## config.mk

```make
export PLATFORM = sky130hd
export DESIGN_NAME = mem_access_stage
export DESIGN_NICKNAME = d
export VERILOG_FILES = /design/src/rtl/mem_access_stage.sv
export SDC_FILE = /design/constraint.sdc
export NUM_CORES = 1
export LEC_CHECK = 0
export ABC_AREA = 1
export BUFFER_PORTS_ARGS = -buffer_cell sky130_fd_sc_hd__clkbuf_2
export CAP_MARGIN = 20
export CELL_PAD_IN_SITES_DETAIL_PLACEMENT = 1
export CELL_PAD_IN_SITES_GLOBAL_PLACEMENT = 2
export CORE_MARGIN = 3
export CORE_UTILIZATION = 31
export CTS_CLUSTER_SIZE = 20
export DETAILED_ROUTE_END_ITERATION = 7
export PLACE_DENSITY = 0.83
export SYNTH_ARGS = -nofsm -noshare
export SYNTH_HDL_FRONTEND = slang
export SYNTH_SLANG_ARGS = --single-unit
```

## constraint.sdc

```tcl
create_clock -name CLK -period 11.3 [get_ports CLK]
set_clock_uncertainty 0.2 [all_clocks]
set_input_delay 2.26 -clock CLK [delete_from_list [all_inputs] [get_ports CLK]]
set_output_delay 2.26 -clock CLK [all_outputs]
set_load 0.05 [all_outputs]
```

## src/rtl/mem_access_stage.sv

```systemverilog
// Memory-access pipeline stage: drives the data-memory req/ready bus, aligns store lanes,
// extends load data, flags misaligned / timed-out accesses and fills the MEM_WB register.
module mem_access_stage #(
  parameter int          DMEM_TIMEOUT = 16,
  parameter logic [31:0] RESET_PC     = 32'h8000_0000
) (
  input  logic        CLK,
  input  logic        RES,
  input  logic        HLT,
  input  logic [31:0] EX_MEM_inst,
  input  logic [31:0] EX_MEM_pc,
  input  logic [31:0] EX_MEM_alu,
  input  logic [31:0] EX_MEM_rs2,
  input  logic [4:0]  EX_MEM_rd,
  input  logic        EX_MEM_is_load,
  input  logic        EX_MEM_is_store,
  input  logic        EX_MEM_is_jal,
  input  logic        EX_MEM_is_jalr,
  output logic        dmem_req,
  output logic        dmem_we,
  output logic [31:0] dmem_addr,
  output logic [31:0] dmem_wdata,
  output logic [3:0]  dmem_be,
  input  logic        dmem_ready,
  input  logic [31:0] dmem_rdata,
  output logic [31:0] MEM_WB_inst,
  output logic [31:0] MEM_WB_pc,
  output logic [4:0]  MEM_WB_rd,
  output logic [31:0] MEM_WB_data,
  output logic        MEM_WB_wen,
  output logic        MEM_stall,
  output logic [1:0]  MEM_exc
);

  typedef enum logic [1:0] {IDLE, BUSY, DONE} state_t;

  localparam logic [7:0] TO_LAST = 8'(DMEM_TIMEOUT - 1);

  state_t      state;
  logic [7:0]  tcnt;
  logic [31:0] hold_rdata;

  logic [2:0]  f3;
  logic [1:0]  a;
  logic        mem_op, misaligned, timeout_hit, done_now, wb_load, wb_wen;
  logic [31:0] rsrc, shifted, ld_ext, wb_data, st_wdata;
  logic [3:0]  st_be;

  assign f3     = EX_MEM_inst[14:12];
  assign a      = EX_MEM_alu[1:0];
  assign mem_op = EX_MEM_is_load | EX_MEM_is_store;

  // Only memory ops can be misaligned; ALU ops share the f3 encoding space.
  assign misaligned = mem_op & (((f3[1:0] == 2'b01) & a[0]) |
                                ((f3[1:0] == 2'b10) & (a != 2'b00)));

  assign timeout_hit = (state == BUSY) & ~dmem_ready & ~HLT & (tcnt == TO_LAST);
  assign done_now    = ((state == BUSY) & dmem_ready & ~HLT) | ((state == DONE) & ~HLT);
  assign MEM_stall   = mem_op & ~(done_now | misaligned | timeout_hit);

  assign wb_load = ~HLT & (((state == IDLE) & ~(mem_op & ~misaligned)) |
                           ((state == BUSY) & dmem_ready) |
                           timeout_hit |
                           (state == DONE));

  // A halted completion parks its data in hold_rdata until DONE drains it.
  assign rsrc    = (state == DONE) ? hold_rdata : dmem_rdata;
  assign shifted = rsrc >> {a, 3'b000};

  always_comb begin
    ld_ext = shifted;
    case (f3)
      3'b000:  ld_ext = {{24{shifted[7]}},  shifted[7:0]};
      3'b001:  ld_ext = {{16{shifted[15]}}, shifted[15:0]};
      3'b100:  ld_ext = {24'h0, shifted[7:0]};
      3'b101:  ld_ext = {16'h0, shifted[15:0]};
      default: ld_ext = shifted;
    endcase
  end

  always_comb begin
    st_be    = 4'b1111;
    st_wdata = EX_MEM_rs2;
    case (f3[1:0])
      2'b00: begin
        st_be    = 4'b0001 << a;
        st_wdata = {4{EX_MEM_rs2[7:0]}};
      end
      2'b01: begin
        st_be    = a[1] ? 4'b1100 : 4'b0011;
        st_wdata = {2{EX_MEM_rs2[15:0]}};
      end
      default: begin
        st_be    = 4'b1111;
        st_wdata = EX_MEM_rs2;
      end
    endcase
  end

  assign wb_data = (EX_MEM_is_jal | EX_MEM_is_jalr) ? EX_MEM_pc + 32'd4 :
                   EX_MEM_is_load                   ? ld_ext : EX_MEM_alu;

  assign wb_wen = (EX_MEM_inst != 32'h0) & (EX_MEM_rd != 5'd0) & ~EX_MEM_is_store &
                  (EX_MEM_inst[6:0] != 7'b1100011) & ~misaligned & ~timeout_hit;

  always_ff @(posedge CLK or posedge RES) begin
    if (RES) begin
      state      <= IDLE;
      tcnt       <= 8'd0;
      hold_rdata <= 32'h0;
      dmem_req   <= 1'b0;
      dmem_we    <= 1'b0;
      dmem_addr  <= 32'h0;
      dmem_wdata <= 32'h0;
      dmem_be    <= 4'h0;
      MEM_exc    <= 2'b00;
    end else begin
      MEM_exc <= 2'b00;
      case (state)
        IDLE: if (!HLT) begin
          if (mem_op & ~misaligned) begin
            dmem_req   <= 1'b1;
            dmem_we    <= EX_MEM_is_store;
            dmem_addr  <= {EX_MEM_alu[31:2], 2'b00};
            dmem_wdata <= st_wdata;
            dmem_be    <= EX_MEM_is_store ? st_be : 4'b1111;
            tcnt       <= 8'd0;
            state      <= BUSY;
          end else if (misaligned) begin
            MEM_exc <= 2'b01;
          end
        end
        BUSY: begin
          if (dmem_ready) begin
            dmem_req <= 1'b0;
            if (HLT) begin
              hold_rdata <= dmem_rdata;
              state      <= DONE;
            end else begin
              state <= IDLE;
            end
          end else if (timeout_hit) begin
            dmem_req <= 1'b0;
            MEM_exc  <= 2'b10;
            state    <= IDLE;
          end else if (tcnt != TO_LAST) begin
            tcnt <= tcnt + 8'd1;
          end
        end
        DONE: if (!HLT) state <= IDLE;
        default: state <= IDLE;
      endcase
    end
  end

  always_ff @(posedge CLK or posedge RES) begin
    if (RES) begin
      MEM_WB_inst <= 32'h0;
      MEM_WB_pc   <= RESET_PC;
      MEM_WB_rd   <= 5'd0;
      MEM_WB_data <= 32'h0;
      MEM_WB_wen  <= 1'b0;
    end else if (wb_load) begin
      MEM_WB_inst <= EX_MEM_inst;
      MEM_WB_pc   <= EX_MEM_pc;
      MEM_WB_rd   <= EX_MEM_rd;
      MEM_WB_data <= wb_data;
      MEM_WB_wen  <= wb_wen;
    end
  end

endmodule

```

==> results of run 1 <==
[per-layer routing]
metal,up-vias,GRT usage (%),share of wire (%)
li1,5413,-,-
met1,5293,30.5,46
met2,291,36.0,47
met3,59,3.09,5.0
met4,0,5.97,2.8
met5,-,0,0
[worst max path at each step]
stage | startpoint | end | slack (ns) | depth (start not counted)
final | EX_MEM_alu[0] | MEM_stall | 5.06 | 7
after global routing | EX_MEM_alu[0] | MEM_stall | 4.92 | 7
after global placement | EX_MEM_alu[0] | MEM_stall | 5.05 | 7
after CTS | EX_MEM_alu[0] | MEM_stall | 5.01 | 7
after floorplan | RES | MEM_WB_data[0]$_DFFE_PP0P_ | 2.99 | 1
after detailed placement | EX_MEM_alu[0] | MEM_stall | 5.02 | 7
[registers in the layout, summed over array words and instances, names as in the netlist]
signal,flops
MEM_WB_data,32
MEM_WB_inst,32
MEM_WB_pc,32
dmem_wdata,32
hold_rdata,32
dmem_addr,30
tcnt,8
MEM_WB_rd,5
dmem_be,4
MEM_exc,2
state,2
MEM_WB_wen,1
dmem_req,1
dmem_we,1
[cells in the mapped netlist (all sizes together), types with 2 or more instances]
master	count
clkbuf	30
o21ai	101
inv	109
nor3	11
buf	49
nand4	16
nand2	566
o22a	4
xor2	13
a21oi	86
nor4	2
dfrtp	213
nand3	109
mux2	25
nor2	120
nand3b	15
xnor2	3
ha	2
o211ai	8
a31oi	9
[cell type report]
cell class                 count  area share [%]
clock buffer                  35            4.94
sequential                   214            38.2
timing repair buffer         356            12.9
tap                          461            4.11
clock inverter                 7           0.633
inverter                     109            2.99
antenna                        2          0.0357
multi-input combinational   1098            36.2
[through the flow]
step / instance area, sq um / hold slack, ns / setup slack, ns / instances / util (%)
CTS: 14000 / 0.273 / 5.01 / 2279 / 39.3
detailed placement: 13200 / 0.258 / 5.02 / 2237 / 37.1
global route: 14000 / 0.290 / 4.92 / 2282 / 39.3
floorplan: 11300 / 0.248 / 2.99 / 1500 / -
finish: 14000 / 0.269 / 5.06 / 2282 / 39.3
global placement: 13200 / 0.255 / 5.05 / 2237 / 37.1
[power by group]
group          leakage (nW)  switching, mW  internal [mW]
clock network         0.386          0.327          0.469
logic                  4.48           1.33          0.360
registers              2.60          0.165           1.06
[critical path, cell delays in order]
cell	delay, ns
clkbuf_2	0.21
inv_2	0.38
nand2_2	0.23
nand3_2	0.13
nand3_2	0.12
nor2_1	0.16
clkbuf_2	0.30
[kinds of logic after synthesis]
logic type      Yosys count  synth area share (%)
simple gates            841                  31.1
flops                   214                  47.6
compound gates          212                  9.95
buf+inv                 188                  7.38
mux                      25                  2.50
xor+xnor                 16                  1.24
fa+ha+maj                 2                 0.222
other cells               1                0.0333
==> metrics.md, run 1 <==
| Metric | Value |
|---|---|
| Setup TNS | `0 ns` |
| Clk pin slew, worst setup/hold paths | `0.06 ns` |
| Period minus WS final | `6.24 ns` |
| Vias per cell | `4.84` |
| Commonest register cell after synthesis | `dfrtp_1` |
| Post-synth cell types | `40` |
| Post-synth EDFFs | `0` |
| Flop and latch count out of synthesis | `214` |
| Largest fanout on the critical path | `24` |
| Fmax | `160 MHz` |
| Final ANT Viol Nets | `0` |
| Worst-skew pair later-pin latency | `0.54 ns` |
| Final nets | `1,979` |
| Largest net degree at the start of global routing | `99` |
| Yosys warns | `0` |
| Clk buf depth | `3` |
| GPL Wtd Cong | `0.876` |
| Reg-to-Reg End | `MEM_WB_data[16]$_DFFE_PP0P_` |
| 1st-pass router iterations | `5` |
| PostCTS Resize Cnt | `0` |
| PD cells | `265 mW/mm^2` |
| Die width | `197 um` |
| Clk sinks | `214` |
| Top cells by area, synth | `dfrtp_1 47%, nand2_1 19%, nand3_1 4.7%, o21ai_0 4.2%, a21oi_1 3.8%` |
| RSZ-0062 raised after global routing | `false` |
| Largest area contributor in the netlist | `dfrtp_1` |
| Mean routed wirelength per cell | `19.0 um` |
| Overall power | `3.72 mW` |
| Hold Crit Start | `dmem_we$_DFFE_PP0P_` |
| Setup crit start kind | `input port` |
| GRT Total Usage | `21.9%` |
| CTS H-Tree Depth | `1` |
| Number of global-route vias before repair | `11,400` |
| Mapped Cells | `1,499` |
| Die Y | `197 um` |
| WS Path Type | `in -> out` |
| Placed wire-length estimate | `33.6 mm` |
| Post-synth ARST share | `100%` |
| Num ports | `348` |
| FILL cells | `4,500` |
| Hold Crit Class | `reg -> reg` |
| Die area | `0.0387 sq mm` |
| Hold depth | `2` |
| Synth Cell Area | `0.0113 sq mm` |
| CTS tree | `built` |
| Root buffer selected by CTS | `clkbuf_16` |
| Slew @ Worst Pin | `0.921 ns` |
| Period utilization | `55.3%` |
| Core ar. | `0.0357 sq mm` |
| Hold path endpoint | `dmem_we$_DFFE_PP0P_` |
| Post-cts hold buffer count | `0` |
| Critical path endpoint category | `output port` |
| Initial Utilization | `31.6%` |
| Final routed DRC violation total | `0` |
| Most frequent cells in the layout | `562 x nand2_1, 345 x clkbuf_2, 213 x dfrtp_1` |
| Total grt overflow | `0` |
| Max Transition Viols Final | `0` |
| Area Growth Syn to Fin | `24.5%` |
| Setup Fix Bufs, Post-CTS | `0` |
| Leak | `7.47 nW` |
| Vias post-DR | `11,100` |
| Worst reg-to-reg setup slack | `7.77 ns` |
| Post-synth top area share | `47.3%` |
| Outcome | `completed` |
| First-pass GRT wire length | `66.7 mm` |
| VDD IR-drop max | `0.000108 V` |
| Final Hold Viols | `0` |
| R2r worst-path depth | `9` |
| Register area share after synthesis | `47.6%` |
| Worst Path Arrival | `3.78 ns` |
| Num CTS Buffers | `25` |
| # rows | `69` |
| I/O Buffers | `345` |
| 1st-iter DRT viols | `633` |
| Worst r2r src | `state[1]$_DFFE_PP0P_` |
| Max Cap Viol | `0` |
| Finish-stage setup viols | `0` |
| Final WL | `43.3 mm` |
| Slew HR | `38.6%` |
| CP required | `8.84 ns` |
| Most common cell after layout, fill and taps aside | `nand2_1` |
| Seq. cell area | `0.00536 sq mm` |
| Share of post-route cells with drive strength above 1 | `24.4%` |
| Initial antenna violation count | `2` |
| Multi-input gate area | `0.00508 sq mm` |
| Syn_area_per_cell | `7.51 sq um` |
(Power assumes the default switching activity.)
==> run 2: changes to the inputs <==
--- a/config.mk
+++ b/config.mk
@@ -11,10 +11,10 @@
 export CELL_PAD_IN_SITES_DETAIL_PLACEMENT = 1
 export CELL_PAD_IN_SITES_GLOBAL_PLACEMENT = 2
 export CORE_MARGIN = 3
-export CORE_UTILIZATION = 31
+export CORE_UTILIZATION = 26
 export CTS_CLUSTER_SIZE = 20
 export DETAILED_ROUTE_END_ITERATION = 7
-export PLACE_DENSITY = 0.83
+export PLACE_DENSITY = 0.74
 export SYNTH_ARGS = -nofsm -noshare
 export SYNTH_HDL_FRONTEND = slang
 export SYNTH_SLANG_ARGS = --single-unit
==> constraint.sdc (replaced) <==
create_clock -name CLK -period 5.55 [get_ports CLK]
set_clock_uncertainty 0.2 [all_clocks]
set_input_delay 1.11 -clock CLK [delete_from_list [all_inputs] [get_ports CLK]]
set_output_delay 1.11 -clock CLK [all_outputs]
set_load 0.05 [all_outputs]
==> run 2 against run 1 <==
Sequential share of layout area shrank 0.88 points. Setup slack worse by 3.7 ns. Core utilization decreased by 5.5 points. Wire length up 6.4%. Cell count up 5.3%. Via count rose by 0.43%. Register-to-register slack got worse by 5.7 ns. Design area grew 2.3%. Die area grew 19%. First-iteration DRC count rose by 16%. Worst hold slack improved by 0.0021 ns. Critical path depth unchanged.
==> metrics.md, run 2 (same netlist as run 1, synthesis figures left out) <==
| Metric | Value |
|---|---|
| Top Usage Layer GRT | `met2` |
| GRT Total Usage | `19.6%` |
| Clk sinks | `214` |
| I/O Buffers | `345` |
| Most common cell after layout, fill and taps aside | `nand2_1` |
| Post-cts hold buffer count | `0` |
| Critical path endpoint category | `output port` |
| Max incr delay on CP | `0.46 ns` |
| Worst-skew pair later-pin latency | `0.54 ns` |
| Placed wire-length estimate | `35.5 mm` |
| Share of post-route cells with drive strength above 1 | `24.9%` |
| Largest net degree at the start of global routing | `112` |
| CTS tree | `built` |
| Vias per cell | `4.62` |
| Crit-path cells | `clkbuf_2 -> inv_2 -> nand2_2 -> nand3_2 -> nand3_2 -> nor2_1 -> clkbuf_2` |
| Setup TNS | `0 ns` |
| Area Growth Syn to Fin | `27.5%` |
| FILL cells | `5,362` |
| Initial antenna violation count | `4` |
| Setup crit start kind | `input port` |
| Leak | `7.55 nW` |
| Finish-stage setup viols | `0` |
| Levels on crit path | `7` |
| Worst Path Arrival | `2.87 ns` |
| Die width | `214 um` |
| Slew @ Worst Pin | `0.899 ns` |
| Max Cap Viol | `0` |
| Total grt overflow | `0` |
| Core ar. | `0.0424 sq mm` |
| Largest fanout on the critical path | `24` |
| Share of power burned in the clock network | `23.7%` |
| Period minus WS final | `4.18 ns` |
| First-pass GRT wire length | `71.4 mm` |
| PD cells | `545 mW/mm^2` |
| Slew HR | `39.8%` |
| WS Path Type | `in -> out` |
| Num ports | `348` |
| Max Transition Viols Final | `0` |
| 1st-iter DRT viols | `733` |
| Root buffer selected by CTS | `clkbuf_16` |
| Hold depth | `2` |
| Number of global-route vias before repair | `11,500` |
| Final WL | `46.1 mm` |
| Final ANT Viol Nets | `0` |
| Clk pin slew, worst setup/hold paths | `0.07 ns` |
| Met1 GRT Util | `27.1%` |
| RSZ-0062 raised after global routing | `false` |
| 1st-pass router iterations | `5` |
| Mean routed wirelength per cell | `19.2 um` |
| Die area | `0.0459 sq mm` |
| Num CTS Buffers | `27` |
| Fin util | `33.9%` |
| CP Buf/Inv Count | `3` |
| M3 GR Usage | `3.15%` |
| Final nets | `1,981` |
| Final routed DRC violation total | `0` |
| Outcome | `completed` |
| Met2 Use GR | `32.5%` |
| Most frequent cells in the layout | `561 x nand2_1, 345 x clkbuf_2, 213 x dfrtp_1` |
| Register share of total power | `32.0%` |
| CP required | `4.24 ns` |
| PostCTS Resize Cnt | `0` |
| Final Hold Viols | `0` |
| GPL Wtd Cong | `0.848` |
| CP max stage cell | `inv_2` |
| Vias post-DR | `11,100` |
| Hold Crit Class | `reg -> reg` |
| VDD IR-drop max | `0.000206 V` |
| R2r worst-path depth | `9` |
| Switching part of the total | `48.5%` |
| Die Y | `214 um` |
| Setup Fix Bufs, Post-CTS | `0` |
| CTS H-Tree Depth | `1` |
| Clk buf depth | `3` |
| # rows | `75` |
| Initial Utilization | `26.6%` |
| Sw Pwr | `3.79 mW` |
| Period utilization | `75.3%` |
| Combinational share of power | `44.3%` |
| Fmax | `239 MHz` |
| CP top delay family | `buffers and inverters` |
| Multi-input gate area | `0.00508 sq mm` |
| Cell-internal power | `4.03 mW` |
| Seq. cell area | `0.00536 sq mm` |
| Overall power | `7.83 mW` |
[run 2: cell count changes in the layout (fill, tap and decap cells not counted), moves of 2 or more]
cell	previous run	this run
clkinvlp_4	0	3
buf_12	0	3
clkbuf_8	3	8
clkbuf_1	7	2
buf_4	11	8
clkbuf_16	25	27
[run 2: per-layer routing]
| layer | routed length (um) | vias up |
|---|---|---|
| li1 | - | 5431 |
| met1 | 21400 | 5367 |
| met2 | 21600 | 254 |
| met3 | 2130 | 48 |
| met4 | 888 | 4 |
| met5 | 34 | - |
[run 2: path summary, 6_finish.rpt]
path	startpoint	endpoint	slack [ns]
setup reg to reg	state[1]$_DFFE_PP0P_	MEM_WB_data[13]$_DFFE_PP0P_	2.04
max in group asynchronous	RES	tcnt[7]$_DFFE_PP0P_	3.59
hold / removal	dmem_we$_DFFE_PP0P_	dmem_we$_DFFE_PP0P_	0.27
hold reg to reg	dmem_we$_DFFE_PP0P_	dmem_we$_DFFE_PP0P_	0.27
min in group asynchronous	RES	MEM_WB_pc[18]$_DFFE_PP0P_	0.49
setup / recovery	EX_MEM_alu[0]	MEM_stall	1.37
[run 2: power by group through the flow]
stage	logic, mW	clock network [mW]	registers (mW)
after global placement	3.47	0	2.51
final	3.47	1.85	2.50
after detailed placement	3.51	0	2.53
after CTS	3.51	1.91	2.51
after floorplan	0.861	0	4.16
after global routing	3.69	1.98	2.59
[run 2: through the flow]
| stage | setup WS, ns | hold WS [ns] | std cells | area [sq um] |
|---|---|---|---|---|
| 2_1_floorplan | 1.46 | 0.248 | 1500 | 11300 |
| 3_3_place_gp | 1.35 | 0.254 | 2353 | 13400 |
| 3_5_place_dp | 1.35 | 0.260 | 2353 | 13400 |
| 4_1_cts | 1.32 | 0.272 | 2401 | 14300 |
| 5_1_grt | 1.15 | 0.298 | 2403 | 14400 |
| 6_report | 1.37 | 0.271 | 2403 | 14400 |
[run 2: worst register-to-register path: stages (launching register included)]
cell	delay, ns
dfrtp_1	0.84
inv_1	0.17
nor2_2	0.55
o21ai_0	0.19
nand2_1	0.22
nor2_8	0.16
inv_4	0.67
nand2_1	0.20
a21oi_1	0.17
nor2_1	0.05
[run 2: area by class of cell]
| class | count | share of cell area [%] |
|---|---|---|
| antenna | 1 | 0.0174 |
| inverter | 109 | 2.89 |
| multi-input combinational | 1098 | 35.4 |
| clock buffer | 37 | 5.52 |
| clock inverter | 11 | 0.967 |
| timing repair buffer | 356 | 12.9 |
| sequential | 214 | 37.3 |
| tap | 577 | 5.03 |
==> run 3: changes to the inputs <==
--- a/config.mk
+++ b/config.mk
@@ -11,10 +11,10 @@
 export CELL_PAD_IN_SITES_DETAIL_PLACEMENT = 1
 export CELL_PAD_IN_SITES_GLOBAL_PLACEMENT = 2
 export CORE_MARGIN = 3
-export CORE_UTILIZATION = 26
+export CORE_UTILIZATION = 28
 export CTS_CLUSTER_SIZE = 20
 export DETAILED_ROUTE_END_ITERATION = 7
-export PLACE_DENSITY = 0.74
+export PLACE_DENSITY = 0.75
 export SYNTH_ARGS = -nofsm -noshare
 export SYNTH_HDL_FRONTEND = slang
 export SYNTH_SLANG_ARGS = --single-unit
==> constraint.sdc (replaced) <==
create_clock -name CLK -period 4.1 [get_ports CLK]
set_clock_uncertainty 0.2 [all_clocks]
set_input_delay 0.82 -clock CLK [delete_from_list [all_inputs] [get_ports CLK]]
set_output_delay 0.82 -clock CLK [all_outputs]
set_load 0.05 [all_outputs]
==> run 3 against run 2 <==
Flip-flop and latch count unchanged. Total power rose by 39%. Global-route usage increased by 1.6 points. Clock power increased by 47%. Non-clock buffer count grew 13. Worst hold slack got worse by 0.044 ns. Die area is 6.9% lower. Critical path type is now reg -> out. Largest cell class unchanged. Largest power group unchanged. Highest routed layer is now met4.
==> metrics.md, run 3 (same netlist as run 1, synthesis figures left out) <==
| Metric | Value |
|---|---|
| First-pass GRT wire length | `69.6 mm` |
| Seq. cell area | `0.00536 sq mm` |
| Num CTS Buffers | `27` |
| Max incr delay on CP | `0.83 ns` |
| RSZ-0062 raised after global routing | `false` |
| VDD IR-drop max | `0.000341 V` |
| Cell-internal power | `5.70 mW` |
| Area after DPL | `0.0135 sq mm` |
| Num ports | `348` |
| CP required | `3.08 ns` |
| Reg-to-Reg End | `MEM_WB_data[26]$_DFFE_PP0P_` |
| R2r worst-path depth | `9` |
| Share of post-route cells with drive strength above 1 | `25.3%` |
| WS Path Type | `reg -> out` |
| Multi-input gate area | `0.00508 sq mm` |
| DP Worst Slack | `0.709 ns` |
| Crit-path cells | `nor2_8 -> nand2_2 -> inv_2 -> nand3_1 -> nand2_1 -> nor2_1 -> clkbuf_2` |
| PD cells | `749 mW/mm^2` |
| GRT Total Usage | `21.2%` |
| Max Transition Viols Final | `0` |
| Final nets | `1,994` |
| Overall power | `10.9 mW` |
| Root buffer selected by CTS | `clkbuf_16` |
| Clk sinks | `214` |
| Worst reg-to-reg setup slack | `1.06 ns` |
| Final ANT Viol Nets | `0` |
| Final WL | `46.4 mm` |
| Period minus WS final | `3.45 ns` |
| Outcome | `completed` |
| Setup TNS | `0 ns` |
| FILL cells | `4,933` |
| Setup Fix Bufs, Post-CTS | `0` |
| Die area | `0.0427 sq mm` |
| Post-cts hold buffer count | `0` |
| Mean routed wirelength per cell | `19.7 um` |
| # diodes | `0` |
| Final routed DRC violation total | `0` |
| 1st-pass router iterations | `5` |
| I/O Buffers | `345` |
| Placed wire-length estimate | `35.9 mm` |
| Most common cell after layout, fill and taps aside | `nand2_1` |
| WHS | `0.227 ns` |
| CP top delay family | `flip-flops` |
| Final worst slack | `0.651 ns` |
| Leak | `7.66 nW` |
| Finish-stage setup viols | `0` |
| Largest net degree at the start of global routing | `126` |
| Total grt overflow | `0` |
| Number of global-route vias before repair | `11,400` |
| Clk pin slew, worst setup/hold paths | `0.06 ns` |
| Switching part of the total | `47.5%` |
| Worst Path Arrival | `2.43 ns` |
| Vias per cell | `4.76` |
| Die Y | `207 um` |
| # rows | `72` |
| Slew HR | `42.8%` |
| Fmax | `290 MHz` |
| CTS tree | `built` |
| Final Hold Viols | `0` |
| Cell Count, Final, Fillers Out | `2,357` |
| Worst r2r src | `state[1]$_DFFE_PP0P_` |
| Initial antenna violation count | `0` |
| Critical path endpoint category | `output port` |
| Area Growth Syn to Fin | `28.7%` |
| PostCTS Resize Cnt | `0` |
| Core ar. | `0.0392 sq mm` |
| GPL Wtd Cong | `0.840` |
| Cell Count Post-Placement | `2,308` |
| Initial Utilization | `28.7%` |
| Most frequent cells in the layout | `562 x nand2_1, 345 x clkbuf_2, 213 x dfrtp_1` |
| Slew @ Worst Pin | `0.856 ns` |
| CP Buf/Inv Count | `2` |
| Design Area, Final | `0.0145 sq mm` |
| Combinational share of power | `43.6%` |
| 1st-iter DRT viols | `559` |
| Period utilization | `84.1%` |
| Setup crit start kind | `flop` |
| Worst-skew pair later-pin latency | `0.55 ns` |
| Fin util | `37.0%` |
| CP max stage cell | `dfrtp_1` |
| Sw Pwr | `5.15 mW` |
| Share of power burned in the clock network | `25.1%` |
| Vias post-DR | `11,200` |
| Register share of total power | `31.3%` |
| Die width | `207 um` |
| CTS H-Tree Depth | `1` |
| Max Cap Viol | `0` |
| Clk buf depth | `3` |
| Largest fanout on the critical path | `17` |
| Hold Crit Class | `in -> async` |
[run 3: power groups by stage]
stage	Sequential, mW	Combinational (mW)	Clock (mW)
floorplan	5.64	1.17	0
global placement	3.40	4.73	0
detailed placement	3.43	4.79	0
CTS	3.41	4.80	2.80
global route	3.50	5.05	2.90
finish	3.40	4.73	2.72
[run 3: area by class of cell]
class                      count  area share, %
sequential                   214           36.9
multi-input combinational   1098           35.1
tap                          518           4.47
timing repair buffer         369           13.7
inverter                     109           2.87
clock inverter                11           1.63
clock buffer                  38           5.36
[run 3: how the worst max path moves through the flow]
| stage | start | end | slack (ns) | depth (start not counted) |
|---|---|---|---|---|
| final | state[1]$_DFFE_PP0P_ | MEM_stall | 0.65 | 7 |
| after global routing | state[1]$_DFFE_PP0P_ | MEM_stall | 0.43 | 7 |
| after CTS | state[1]$_DFFE_PP0P_ | MEM_stall | 0.57 | 7 |
| after detailed placement | EX_MEM_alu[0] | MEM_stall | 0.71 | 7 |
| after global placement | EX_MEM_alu[0] | MEM_stall | 0.75 | 7 |
| after floorplan | RES | MEM_WB_data[0]$_DFFE_PP0P_ | 0.30 | 1 |
[run 3: metal layers]
| layer | up-vias | GRT usage (%) | wire (um) |
|---|---|---|---|
| li1 | 5444 | - | - |
| met1 | 5407 | 29.4 | 20900 |
| met2 | 310 | 34.7 | 21600 |
| met3 | 56 | 3.17 | 2510 |
| met4 | 0 | 5.87 | 1390 |
| met5 | - | 0 | 0 |
